### config.mk
export PLATFORM = sky130hd
export DESIGN_NAME = busca_menor_ctrl
export DESIGN_NICKNAME = d
export VERILOG_FILES = /design/src/rtl/busca_menor_pkg.sv /design/src/rtl/prio_lane_enc.sv /design/src/rtl/busca_menor_ctrl.sv
export SDC_FILE = /design/constraint.sdc
export NUM_CORES = 1
export LEC_CHECK = 0
export ABC_AREA = 1
export BUFFER_PORTS_ARGS = -buffer_cell sky130_fd_sc_hd__buf_2
export CORE_AREA = 2 2 121 76
export CTS_CLUSTER_SIZE = 8
export DETAILED_ROUTE_END_ITERATION = 7
export DIE_AREA = 0 0 123 78
export PLACE_DENSITY = 0.76
export SYNTH_ARGS = -nofsm -noshare
export SYNTH_HDL_FRONTEND = slang
export SYNTH_SLANG_ARGS = --single-unit
### constraint.sdc
create_clock -name clk -period 2 [get_ports clk]
set_clock_uncertainty 0.2 [all_clocks]
set_input_delay 0.3 -clock clk [delete_from_list [all_inputs] [get_ports clk]]
set_output_delay 0.3 -clock clk [all_outputs]
set_load 0.02 [all_outputs]
### src/rtl/busca_menor_pkg.sv
// Shared definitions for the open-node minimum-cost search sequencer:
// FSM state encoding, cost-infinity constant and a width helper.
package busca_menor_pkg;

   typedef enum logic [2:0] {
      ST_IDLE   = 3'd0,
      ST_INIT   = 3'd1,
      ST_SCAN   = 3'd2,
      ST_DRAIN  = 3'd3,
      ST_REREAD = 3'd4,
      ST_MATCH  = 3'd5,
      ST_DONE   = 3'd6
   } state_t;

   localparam int DEF_DATA_WIDTH = 8;
   localparam logic [DEF_DATA_WIDTH-1:0] COST_INF = '1;

   // Never returns 0 so that single-entry configurations still get a 1-bit bus.
   function automatic int clog2(input int value);
      int r;
      r = 0;
      while ((1 << r) < value) r = r + 1;
      if (r == 0) r = 1;
      return r;
   endfunction

endpackage

### src/rtl/prio_lane_enc.sv
// Combinational lowest-index-first priority encoder over the per-lane match
// bits of one batch; hit is low when no lane matches.
module prio_lane_enc #(
   parameter int N = 8,
   parameter int W = 3
) (
   input  logic [N-1:0] match,
   output logic [W-1:0] lane,
   output logic         hit
);

   always_comb begin
      lane = '0;
      hit  = 1'b0;
      for (int i = N - 1; i >= 0; i--) begin
         if (match[i]) begin
            lane = W'(i);
            hit  = 1'b1;
         end
      end
   end

endmodule

### src/rtl/busca_menor_ctrl.sv
// Open-node minimum-cost search sequencer: sweeps cost memory into the external
// running-minimum comparator, then re-reads the winning batch to find the node.
// Optional macro BUSCA_MENOR_ABORT_EN adds abort_in to cancel a search.
module busca_menor_ctrl
   import busca_menor_pkg::*;
#(
   parameter int DATA_WIDTH     = 8,
   parameter int NUM_COMPARADOR = 8,
   parameter int NUM_BATCH      = 16,
   parameter int ADDR_WIDTH     = clog2(NUM_BATCH),
   parameter int NODE_WIDTH     = clog2(NUM_BATCH * NUM_COMPARADOR)
) (
   input  logic                                 clk,
   input  logic                                 rst,
`ifdef BUSCA_MENOR_ABORT_EN
   input  logic                                 abort_in,
`endif
   input  logic                                 start_in,
   output logic                                 busy_out,
   output logic                                 done_out,
   output logic                                 found_out,
   output logic [DATA_WIDTH-1:0]                min_cost_out,
   output logic [NODE_WIDTH-1:0]                min_node_out,
   output logic                                 mem_rd_out,
   output logic [ADDR_WIDTH-1:0]                mem_addr_out,
   input  logic [DATA_WIDTH*NUM_COMPARADOR-1:0] mem_data_in,
   input  logic [NUM_COMPARADOR-1:0]            mem_open_in,
   output logic                                 comp_iniciar_out,
   output logic                                 comp_atualizar_out,
   output logic [DATA_WIDTH*NUM_COMPARADOR-1:0] comp_data_out,
   input  logic [DATA_WIDTH-1:0]                comp_min_in
);

   localparam int LANE_WIDTH = clog2(NUM_COMPARADOR);
   localparam logic [DATA_WIDTH-1:0] INF = '1;

   state_t                  state, state_nxt;
   logic [ADDR_WIDTH-1:0]   scan_cnt;
   logic                    drain_last;
   logic [ADDR_WIDTH-1:0]   best_batch;
   logic [ADDR_WIDTH-1:0]   idx_d1, idx_d2;
   logic [DATA_WIDTH-1:0]   prev_min;
   logic                    ret_valid;
   logic                    abort_req;
   logic [NUM_COMPARADOR-1:0] match;
   logic [LANE_WIDTH-1:0]   win_lane;
   logic                    win_hit;
   logic [NODE_WIDTH-1:0]   win_node;

`ifdef BUSCA_MENOR_ABORT_EN
   assign abort_req = abort_in;
`else
   assign abort_req = 1'b0;
`endif

   always_ff @(posedge clk or posedge rst) begin
      if (rst) state <= ST_IDLE;
      else     state <= state_nxt;
   end

   always_comb begin
      state_nxt = state;
      case (state)
         ST_IDLE:   if (start_in) state_nxt = ST_INIT;
         ST_INIT:   state_nxt = ST_SCAN;
         ST_SCAN:   if (scan_cnt == ADDR_WIDTH'(NUM_BATCH - 1)) state_nxt = ST_DRAIN;
         ST_DRAIN:  if (drain_last) state_nxt = ST_REREAD;
         ST_REREAD: state_nxt = ST_MATCH;
         ST_MATCH:  state_nxt = ST_DONE;
         ST_DONE:   state_nxt = ST_IDLE;
         default:   state_nxt = ST_IDLE;
      endcase
      // Cancel wins over every transition, including leaving DONE.
      if (abort_req && (state != ST_IDLE)) state_nxt = ST_IDLE;
   end

   always_comb begin
      busy_out           = (state != ST_IDLE);
      done_out           = (state == ST_DONE);
      comp_iniciar_out   = (state == ST_INIT);
      mem_rd_out         = (state == ST_SCAN) || (state == ST_REREAD);
      comp_atualizar_out = ret_valid;
      mem_addr_out       = '0;
      if (state == ST_SCAN)   mem_addr_out = scan_cnt;
      if (state == ST_REREAD) mem_addr_out = best_batch;
   end

   // Closed lanes and non-scan cycles present infinity to the comparator.
   always_comb begin
      comp_data_out = '1;
      for (int i = 0; i < NUM_COMPARADOR; i++) begin
         if (ret_valid && mem_open_in[i])
            comp_data_out[i*DATA_WIDTH +: DATA_WIDTH] = mem_data_in[i*DATA_WIDTH +: DATA_WIDTH];
      end
   end

   always_comb begin
      match = '0;
      for (int i = 0; i < NUM_COMPARADOR; i++) begin
         match[i] = mem_open_in[i] && (comp_min_in != INF) &&
                    (mem_data_in[i*DATA_WIDTH +: DATA_WIDTH] == comp_min_in);
      end
   end

   prio_lane_enc #(
      .N (NUM_COMPARADOR),
      .W (LANE_WIDTH)
   ) u_enc (
      .match (match),
      .lane  (win_lane),
      .hit   (win_hit)
   );

   assign win_node = NODE_WIDTH'(best_batch) * NODE_WIDTH'(NUM_COMPARADOR) + NODE_WIDTH'(win_lane);

   // comp_min_in trails the address by two cycles, so the batch index does too.
   always_ff @(posedge clk or posedge rst) begin
      if (rst) begin
         scan_cnt   <= '0;
         drain_last <= 1'b0;
         best_batch <= '0;
         idx_d1     <= '0;
         idx_d2     <= '0;
         prev_min   <= INF;
         ret_valid  <= 1'b0;
      end else begin
         idx_d1    <= mem_addr_out;
         idx_d2    <= idx_d1;
         ret_valid <= (state == ST_SCAN) && !abort_req;
         case (state)
            ST_INIT: begin
               scan_cnt   <= '0;
               drain_last <= 1'b0;
               best_batch <= '0;
               prev_min   <= INF;
            end
            ST_SCAN, ST_DRAIN: begin
               if (state == ST_SCAN) scan_cnt <= scan_cnt + ADDR_WIDTH'(1);
               else                  drain_last <= 1'b1;
               prev_min <= comp_min_in;
               if (comp_min_in < prev_min) best_batch <= idx_d2;
            end
            default: ;
         endcase
      end
   end

   always_ff @(posedge clk or posedge rst) begin
      if (rst) begin
         found_out    <= 1'b0;
         min_cost_out <= INF;
         min_node_out <= '0;
      end else if ((state == ST_MATCH) && !abort_req) begin
         found_out    <= win_hit;
         min_cost_out <= win_hit ? comp_min_in : INF;
         min_node_out <= win_hit ? win_node : '0;
      end
   end

endmodule

==> impl_metrics.py, run 1 <==
metrics = {
    "timing": {
        "max-slew-margin-rel": 0.619,
        "tns_ns": 0,
        "maxSlewViolCount": 0,
        "setup_viol": 0,
        "period_minus_slack_ns": 1.97,
        "hold_violations": 0,
        "post-route-period-util": 0.984,
        "rsz0062_at_grt": "true",
        "max_freq_ghz": 0.508,
        "worst_pin_slew_ns": 0.569,
        "layout_setup_ws_ns": 0.0315,
    },
    "clocking": {
        "h-tree-depth": 2,
        "clock_path_buffers": 2,
        "clk_latency_ns": 0.29,
        "cts.clk_slew.worst_paths_ns": 0.06,
        "cts_sinks": 45,
        "numCtsBuffers": 5,
        "cts-root-buf": "clkbuf_16",
        "cts_tree": "done",
    },
    "route": {
        "via_count": 4446,
        "wl_per_cell_um": 14.5,
        "drt_iter0_markers": 356,
        "drc": 0,
        "dr.pass1.iters": 5,
        "drtAntennaViolNets": 0,
        "viasPerCell": 4.92,
        "drt_wl_total_mm": 13.1,
    },
    "yosys": {
        "synth_top_family_by_area": "simple AND/OR/NAND/NOR gates",
        "syn-mean-instance-area_um2": 6.24,
        "muxShareOfSynthArea": 0,
        "synthCells": 599,
        "syn-cell-area_um2": 3740,
        "synthSimpleGateAreaFrac": 0.405,
        "synth-compound-area-share": 0.0877,
        "synth_cell_types": 37,
        "ys_ff_latch": 45,
        "ys_seq_area_frac": 0.307,
        "synth_fa_ha_area_frac": 0.0268,
        "async_flop_share": 1.00,
        "synthFlopType": "dfrtp_1",
        "yosys_warnings": 0,
        "synth_edf_count": 0,
        "synth_fp_nets": 690,
        "synth_xor_area_frac": 0.0281,
    },
    "global_routing": {
        "grt-ovfl-total": 0,
        "grt_pass1_wl_mm": 20.2,
        "grt_pass1_vias": 4096,
        "grt.total_usage": 0.276,
        "grt_antenna_before_repair": 0,
        "grt_max_degree": 46,
    },
    "power_and_ir_drop": {
        "swShare": 0.440,
        "p_sw_mw": 2.01,
        "total_power_mw": 4.56,
        "peakVddDrop_uv": 539,
        "seqPwrFrac": 0.299,
        "p_leak_nw": 3.06,
        "p_clk_frac": 0.181,
        "combPwrFrac": 0.520,
        "intPower_mw": 2.56,
        "p_per_area_nw_per_um2": 891,
    },
    "floorplanning": {
        "core_um2": 8390,
        "dieHeight_um": 78,
        "rows": 26,
        "initial_utilization": 0.445,
        "design.die.area_um2": 9590,
        "ios": 172,
        "chipWidth_um": 123,
    },
    "critical_path": {
        "startpoint_type": "flop",
        "cp_max_fo": 5,
        "critical_path_class": "flop to flop",
        "required_ns": 1.98,
        "worstPathArrival_ns": 1.95,
        "crit_path_end_kind": "flop",
    },
    "placed_design": {
        "port_buffers": 171,
        "dp_worst_setup_slack_ns": -0.172,
        "placed_area_um2": 4850,
        "place_congestion": 0.931,
        "dp_hpwl_mm": 10.8,
    },
    "layout": {
        "drive_gt1_frac": 0.374,
        "fillers": 793,
        "n_antenna_cell": 0,
        "finalInstanceArea_um2": 5120,
        "fin_nets": 882,
        "syn_to_final_growth_pct": 37.1,
    },
    "job": {
        "drv_cap": 0,
    },
    "status": {
        "status": "finished clean",
    },
    "worst_hold_path": {
        "min_path_type": "flop to flop",
    },
}
cell families (layout without fill, tap and decap cells):
kind of cell	after synthesis	count (layout)
xor+xnor	12	12
simple gates	358	358
compound gates	48	48
buf+inv	128	321
flops	45	45
fa+ha+maj	8	8
worst max-delay path, stage by stage, from the launching register on:
cell and delay [ns]:
dfstp_2 0.52, inv_1 0.05, ha_1 0.29, nand2_1 0.11, inv_1 0.09, nand4_1 0.16, o2111ai_4 0.15, nand2_2 0.13
nand2_1 0.10, nand2_1 0.05
path summary, 6_finish.rpt:
path	start	end	slack [ns]	depth (start not counted)
max	prev_min[7]	best_batch[2]	0.03	9
min	idx_d1[2]	idx_d2[2]	0.15	0
max reg2reg	prev_min[7]	best_batch[2]	0.03	9
min reg2reg	idx_d1[2]	idx_d2[2]	0.15	0
max in group asynchronous	rst	state[2]	0.67	4
min in group asynchronous	rst	best_batch[0]	0.53	4
what timing repair did:
action	CTS	global route
pin swaps	0	7
hold buffers	1	0
endpoints found under the hold margin	29	0
resized for setup	6	17
setup buffers	0	1
setup endpoints to repair	9	9
cell usage after synthesis, types with 6 or more instances:
cell type	instances	share of area
a21oi_1	6	0.0080
a21oi_2	6	0.014
a22oi_1	8	0.016
dfrtp_1	29	0.19
dfstp_2	16	0.11
ha_1	8	0.027
inv_1	108	0.11
nand2_1	249	0.25
nand2_2	6	0.010
nand3_1	13	0.017
nor2_1	51	0.051
nor2_2	7	0.012
o21ai_0	9	0.012
o22ai_1	8	0.013
or2_2	16	0.027
xnor2_1	6	0.014
xor2_1	6	0.014
metal layers:
metal / track usage / share of wire / vias to the layer above
li1: - / - / 2175
met1: 0.392 / 0.45 / 2042
met2: 0.432 / 0.44 / 217
met3: 0.0684 / 0.10 / 12
met4: 0.0443 / 0.0073 / 0
met5: 0 / 0 / -
layout by cell type, fill, tap and decap left out, types with 3 or more instances in the layout:
| cell type | instances |
|---|---|
| a22oi_1 | 8 |
| nor2_4 | 3 |
| nand4_1 | 5 |
| buf_2 | 171 |
| ha_1 | 6 |
| nand3_2 | 6 |
| a21oi_1 | 5 |
| o22ai_1 | 4 |
| xnor2_1 | 6 |
| buf_12 | 3 |
| o21ai_0 | 8 |
| inv_2 | 5 |
| clkbuf_16 | 5 |
| nand3_1 | 12 |
| nand2_1 | 244 |
| inv_1 | 107 |
| a21oi_2 | 7 |
| dfrtp_1 | 28 |
| or2_2 | 16 |
| dfstp_2 | 16 |
| nand2_4 | 3 |
| o21ai_2 | 5 |
| nand2_2 | 10 |
| nor2_2 | 8 |
| nor2_1 | 49 |
| o22ai_2 | 4 |
| xor2_1 | 6 |
| buf_4 | 24 |
state kept, by name, summed over array words and instances (netlist names):
register and cells:
min_cost_out 8, idx_d1 4, state 3, drain_last 1, comp_atualizar_out 1, scan_cnt 4
prev_min 8, found_out 1, min_node_out 7, idx_d2 4, best_batch 4
per-stage QoR:
stage	cells	utilization	hold WS (ns)
floorplan	599	-	0.131
CTS	903	0.600	0.142
global route	904	0.610	0.158
detailed placement	894	0.578	0.135
global placement	894	0.578	0.133
finish	904	0.610	0.148
power by group through the flow:
stage / logic [mW] / registers (mW) / clock network (mW)
4_1_cts: 2.24 / 1.36 / 0.845
5_1_grt: 2.63 / 1.40 / 0.887
6_report: 2.37 / 1.36 / 0.826
3_5_place_dp: 2.17 / 1.37 / 0
3_3_place_gp: 2.11 / 1.36 / 0
2_1_floorplan: 1.38 / 1.37 / 0
cell type report:
class	instances	area, um^2	share of cell area
multi-input cells	426	2150	0.421
flip-flops and latches	45	1150	0.224
repair buffers	199	1110	0.216
inverters	114	429	0.0838
well taps	112	140	0.0274
clock buffers	5	125	0.0244
clock inverters	3	21.3	0.00415
Power figures use the tool's default switching activity.
==> inputs of run 2 (changes only) <==
BUFFER_PORTS_ARGS = -buffer_cell sky130_fd_sc_hd__buf_4   (was -buffer_cell sky130_fd_sc_hd__buf_2)
clock period = 2.5 ns   (was 2 ns; I/O delays follow)
==> impl_metrics.py, run 2 (synthesis gave the netlist of run 1 again) <==
metrics = {
    "status": {
        "status": "finished clean",
    },
    "clocking": {
        "h-tree-depth": 2,
        "numCtsBuffers": 5,
        "cts_sinks": 45,
        "clock_path_buffers": 2,
        "cts_tree": "done",
        "cts-hold-fix-buffers": 0,
        "cts-root-buf": "clkbuf_16",
        "cts.clk_slew.worst_paths_ns": 0.06,
        "clk_latency_ns": 0.28,
        "cts_setup_buffers": 0,
        "cts_resized": 0,
    },
    "route": {
        "drt_wl_total_mm": 13.1,
        "drt_iter0_markers": 374,
        "wl_per_cell_um": 14.9,
        "dr.pass1.iters": 5,
        "drc": 0,
        "drtAntennaViolNets": 0,
        "viasPerCell": 4.94,
        "via_count": 4350,
    },
    "floorplanning": {
        "ios": 172,
        "dieHeight_um": 78,
        "initial_utilization": 0.445,
        "core_um2": 8390,
        "chipWidth_um": 123,
        "design.die.area_um2": 9590,
        "rows": 26,
    },
    "timing": {
        "post-route-period-util": 0.911,
        "worst_pin_slew_ns": 0.568,
        "setup_viol": 0,
        "max-slew-margin-rel": 0.620,
        "rsz0062_at_grt": "false",
        "tns_ns": 0,
        "max_freq_ghz": 0.439,
        "maxSlewViolCount": 0,
        "period_minus_slack_ns": 2.28,
        "hold_violations": 0,
    },
    "placed_design": {
        "port_buffers": 171,
        "dp_hpwl_mm": 10.4,
        "place_congestion": 0.862,
    },
    "power_and_ir_drop": {
        "p_leak_nw": 3.13,
        "combPwrFrac": 0.504,
        "swShare": 0.418,
        "intPower_mw": 2.10,
        "p_sw_mw": 1.51,
        "p_per_area_nw_per_um2": 689,
        "seqPwrFrac": 0.307,
        "peakVddDrop_uv": 387,
        "p_clk_frac": 0.189,
        "total_power_mw": 3.61,
    },
    "global_routing": {
        "grt_max_degree": 46,
        "grt.busiest_layer": "met2",
        "grt-ovfl-total": 0,
        "grtUsageMet1": 0.370,
        "met2_usage": 0.433,
        "grt_pass1_wl_mm": 20.2,
        "grt.total_usage": 0.269,
        "grt_antenna_before_repair": 0,
        "grt_pass1_vias": 4122,
        "grt_use_met3": 0.0596,
    },
    "critical_path": {
        "path_cells": "nand2_1, or2_2, buf_4",
        "reg2reg_from": "prev_min[1]",
        "slowest_delay_ns": 0.69,
        "regToRegEndpoint": "best_batch[0]",
        "cp_max_fo": 9,
        "critPathTopFamily": "flip-flops",
        "required_ns": 1.92,
        "reg2reg_depth": 11,
        "worstPathArrival_ns": 1.70,
        "crit_path_end_kind": "output port",
        "crit_slowest_cell": "dfrtp_1",
        "critical_path_class": "flop to output port",
        "worst-path-buf-inv": 1,
        "startpoint_type": "flop",
        "r2r_setup_slack_ns": 0.37,
    },
    "job": {
        "drv_cap": 0,
    },
    "layout": {
        "fillers": 788,
        "final_common_cell": "nand2_1",
        "reg_top3": "min_cost_out (8), prev_min (8), min_node_out (7)",
        "n_antenna_cell": 0,
        "fin_nets": 858,
        "syn_to_final_growth_pct": 40.4,
        "utilization": 0.625,
        "layout_common_cells": "nand2_1 (249), buf_4 (174), inv_1 (108)",
        "drive_gt1_frac": 0.331,
    },
    "worst_hold_path": {
        "min_path_type": "primary input to asynchronous set/reset pin",
    },
}
run 2: worst max-delay path by stage:
stage	from	endpoint	slack (ns)	cells past startpoint
3_3_place_gp	comp_min_in[1]	min_node_out[0]	0.27	15
3_5_place_dp	comp_min_in[1]	min_node_out[0]	0.23	15
6_report	comp_atualizar_out	comp_data_out[15]	0.22	3
4_1_cts	comp_atualizar_out	comp_data_out[15]	0.27	3
2_1_floorplan	comp_min_in[5]	min_cost_out[2]	0.65	12
5_1_grt	state[2]	mem_addr_out[1]	0.15	5
run 2: final cells by class:
type	count	area (um^2)	share of cell area
Clock buffer	7	153	0.0291
Multi-Input combinational cell	426	2050	0.390
Timing Repair Buffer	175	1330	0.253
Clock inverter	1	5.00	0.000954
Inverter	114	429	0.0818
Tap cell	112	140	0.0267
Sequential cell	45	1150	0.218
run 2: layer usage:
layer | up-vias | routed length, um
met1 | 1987 | 5690
met5 | - | 0
met2 | 227 | 5930
met4 | 0 | 85
met3 | 10 | 1420
li1 | 2126 | -
run 2: through the flow:
| step | hold WS [ns] | std cells | setup slack, ns | cell area, um^2 |
|---|---|---|---|---|
| 5_1_grt | 0.114 | 880 | 0.149 | 5250 |
| 4_1_cts | 0.0621 | 880 | 0.266 | 5250 |
| 6_report | 0.0473 | 880 | 0.222 | 5250 |
| 3_3_place_gp | 0.133 | 872 | 0.272 | 5090 |
| 3_5_place_dp | 0.137 | 872 | 0.230 | 5090 |
| 2_1_floorplan | 0.131 | 599 | 0.653 | 3740 |
run 2: power groups by stage:
stage	logic (mW)	clock network (mW)	registers, mW
after floorplan	1.10	0	1.10
after global placement	1.75	0	1.11
after detailed placement	1.79	0	1.12
after CTS	1.81	0.692	1.11
after global routing	2.01	0.731	1.14
final	1.82	0.684	1.11
run 2: tightest hold or removal path, cell delays in order:
cell and delay (ns):
buf_4 0.11, inv_1 0.04, buf_4 0.47
==> inputs of run 3 (changes only) <==
CORE_AREA = 2 2 115 73   (was 2 2 121 76)
DIE_AREA = 0 0 117 75   (was 0 0 123 78)
PLACE_DENSITY = 0.78   (was 0.76)
SYNTH_HIERARCHICAL = 1   (was not set)
==> impl_metrics.py, run 3 <==
metrics = {
    "status": {
        "status": "finished clean",
    },
    "power_and_ir_drop": {
        "p_leak_nw": 2.56,
        "p_per_area_nw_per_um2": 836,
        "peakVddDrop_uv": 411,
    },
    "yosys": {
        "synthTopCellsByCount": "nand2_1 (103), inv_1 (77), or2_2 (35)",
        "muxShareOfSynthArea": 0,
        "synth_fp_nets": 564,
        "syn-cell-area_um2": 3370,
        "synth-compound-area-share": 0.148,
        "synth_area_leaders": "dfrtp_1 (22%), dfstp_2 (12%), nand2_1 (11%)",
        "post-synth-top-area-cell": "dfrtp_1",
        "ys_ff_latch": 45,
        "synthSimpleGateAreaFrac": 0.300,
        "yosysMostFrequentCell": "nand2_1",
        "ys_seq_area_frac": 0.340,
        "synth_top_area_share": 0.215,
        "synthCells": 473,
        "async_flop_share": 1.00,
        "synth_xor_area_frac": 0.0675,
        "synth_edf_count": 0,
        "synth_top_family_by_area": "simple AND/OR/NAND/NOR gates",
        "syn-mean-instance-area_um2": 7.13,
        "yosys_warnings": 6,
        "synth_fa_ha_area_frac": 0.0297,
        "synthFlopType": "dfrtp_1",
        "synth_cell_types": 32,
    },
    "layout": {
        "utilization": 0.648,
        "fin_nets": 739,
        "syn_to_final_growth_pct": 47.2,
        "drive_gt1_frac": 0.399,
        "final_common_cell": "buf_4",
        "reg_top3": "min_cost_out (8), prev_min (8), min_node_out (7)",
        "finalInstanceArea_um2": 4970,
        "instances_no_fill": 757,
        "layout_common_cells": "buf_4 (180), nand2_1 (103), inv_1 (77)",
        "n_antenna_cell": 0,
        "fillers": 699,
    },
    "global_routing": {
        "grt-ovfl-total": 0,
        "grt_antenna_before_repair": 0,
        "grt_max_degree": 46,
        "grt_pass1_vias": 3731,
        "grt.total_usage": 0.285,
        "grt_pass1_wl_mm": 18.8,
    },
    "route": {
        "dr.pass1.iters": 4,
        "drt_iter0_markers": 285,
        "drtAntennaViolNets": 0,
        "drt_wl_total_mm": 12.3,
        "wl_per_cell_um": 16.2,
        "via_count": 3858,
        "viasPerCell": 5.10,
        "drc": 0,
    },
    "floorplanning": {
        "chipWidth_um": 117,
        "dieHeight_um": 75,
        "core_um2": 7660,
        "rows": 25,
        "ios": 172,
        "initial_utilization": 0.440,
        "design.die.area_um2": 8780,
    },
    "placed_design": {
        "placed_area_um2": 4790,
        "dp_hpwl_mm": 10.0,
        "dp.cells": 749,
        "port_buffers": 171,
        "dp_worst_setup_slack_ns": 0.00358,
        "place_congestion": 0.902,
    },
    "critical_path": {
        "path_cells": "inv_2, nand2_4, nor2_4, inv_2, o22ai_1, buf_4",
        "cpMostUsedCell": "inv_2",
        "cp_max_fo": 9,
        "worstPathArrival_ns": 1.80,
        "slowest_delay_ns": 0.48,
        "reg2reg_depth": 9,
        "crit_path_end_kind": "output port",
        "required_ns": 1.92,
        "critical_path_class": "flop to output port",
        "startpoint_type": "flop",
        "crit_slowest_cell": "dfrtp_1",
    },
    "timing": {
        "hold_violations": 0,
        "max_freq_ghz": 0.421,
        "maxSlewViolCount": 0,
        "post-route-period-util": 0.951,
        "layout_setup_ws_ns": 0.122,
        "setup_viol": 0,
        "tns_ns": 0,
        "rsz0062_at_grt": "false",
        "worst_pin_slew_ns": 0.564,
        "max-slew-margin-rel": 0.624,
        "period_minus_slack_ns": 2.38,
    },
    "clocking": {
        "h-tree-depth": 2,
        "cts_sinks": 45,
        "clk_latency_ns": 0.29,
        "cts_resized": 0,
        "cts.clk_slew.worst_paths_ns": 0.07,
        "cts-root-buf": "clkbuf_16",
        "clock_path_buffers": 2,
        "cts-hold-fix-buffers": 0,
        "cts_tree": "done",
        "cts_setup_buffers": 0,
        "numCtsBuffers": 5,
    },
    "worst_hold_path": {
        "min_path_type": "primary input to asynchronous set/reset pin",
    },
    "job": {
        "drv_cap": 0,
    },
}
run 3: cell types whose count changed in the layout (fill, tap and decap cells not counted), sizes merged, moves of 4 or more:
cell / delta
a2bb2oi: +8
buf: +5
inv: -25
nand2: -149
nor2: -22
nor3: +4
o21ai: +8
o22ai: +17
or2: +20
xnor2: +8
xor2: +6
run 3: final timing paths:
path / start / to / slack [ns]
hold / removal: rst / found_out / 0.03
hold reg to reg: idx_d1[2] / idx_d2[2] / 0.15
min in group clk: idx_d1[2] / idx_d2[2] / 0.15
setup reg to reg: prev_min[5] / best_batch[3] / 0.71
setup / recovery: state[2] / mem_addr_out[2] / 0.12
max in group asynchronous: rst / prev_min[5] / 1.68
run 3: kinds of logic after synthesis:
| family | after synthesis |
|---|---|
| AO/OA/AOI/OAI | 81 |
| adder cells (fa/ha/maj) | 8 |
| XOR/XNOR | 26 |
| AND/OR/NAND/NOR | 216 |
| buffers and inverters | 97 |
| flip-flops | 45 |
run 3: per-stage QoR:
step | power (mW) | hold WS, ns
4_1_cts | 4.16 | 0.0472
3_5_place_dp | 3.37 | 0.136
2_1_floorplan | 2.52 | 0.131
5_1_grt | 4.42 | 0.0822
3_3_place_gp | 3.32 | 0.132
6_report | 4.15 | 0.0255
run 3: metal layers:
layer | vias up | GRT usage | routed length (um)
li1 | 1868 | - | -
met1 | 1803 | 0.377 | 5380
met2 | 170 | 0.479 | 5780
met3 | 17 | 0.0709 | 962
met4 | 0 | 0.0654 | 183
met5 | - | 0 | 0
run 3: power breakdown:
group | leakage [nW] | switching [mW] | internal (mW) | total [mW]
Combinational | 1.92 | 1.27 | 0.844 | 2.12
Clock | 0.0848 | 0.294 | 0.479 | 0.773
Sequential | 0.556 | 0.193 | 1.07 | 1.26
run 3: area by class of cell:
class                      count  area, um^2  share of cell area
clock buffer                   5         125              0.0252
clock inverter                 3        47.5             0.00957
inverter                      85         322              0.0648
multi-input combinational    331        1840               0.370
sequential                    45        1150               0.231
tap                          108         135              0.0272
timing repair buffer         180        1350               0.272
run 3: worst max-delay path, delay by kind of cell, from the launching register on:
kind	cells	cell delay, ns
flops	1	0.48
compound gates	1	0.25
buf+inv	3	0.45
simple gates	2	0.34
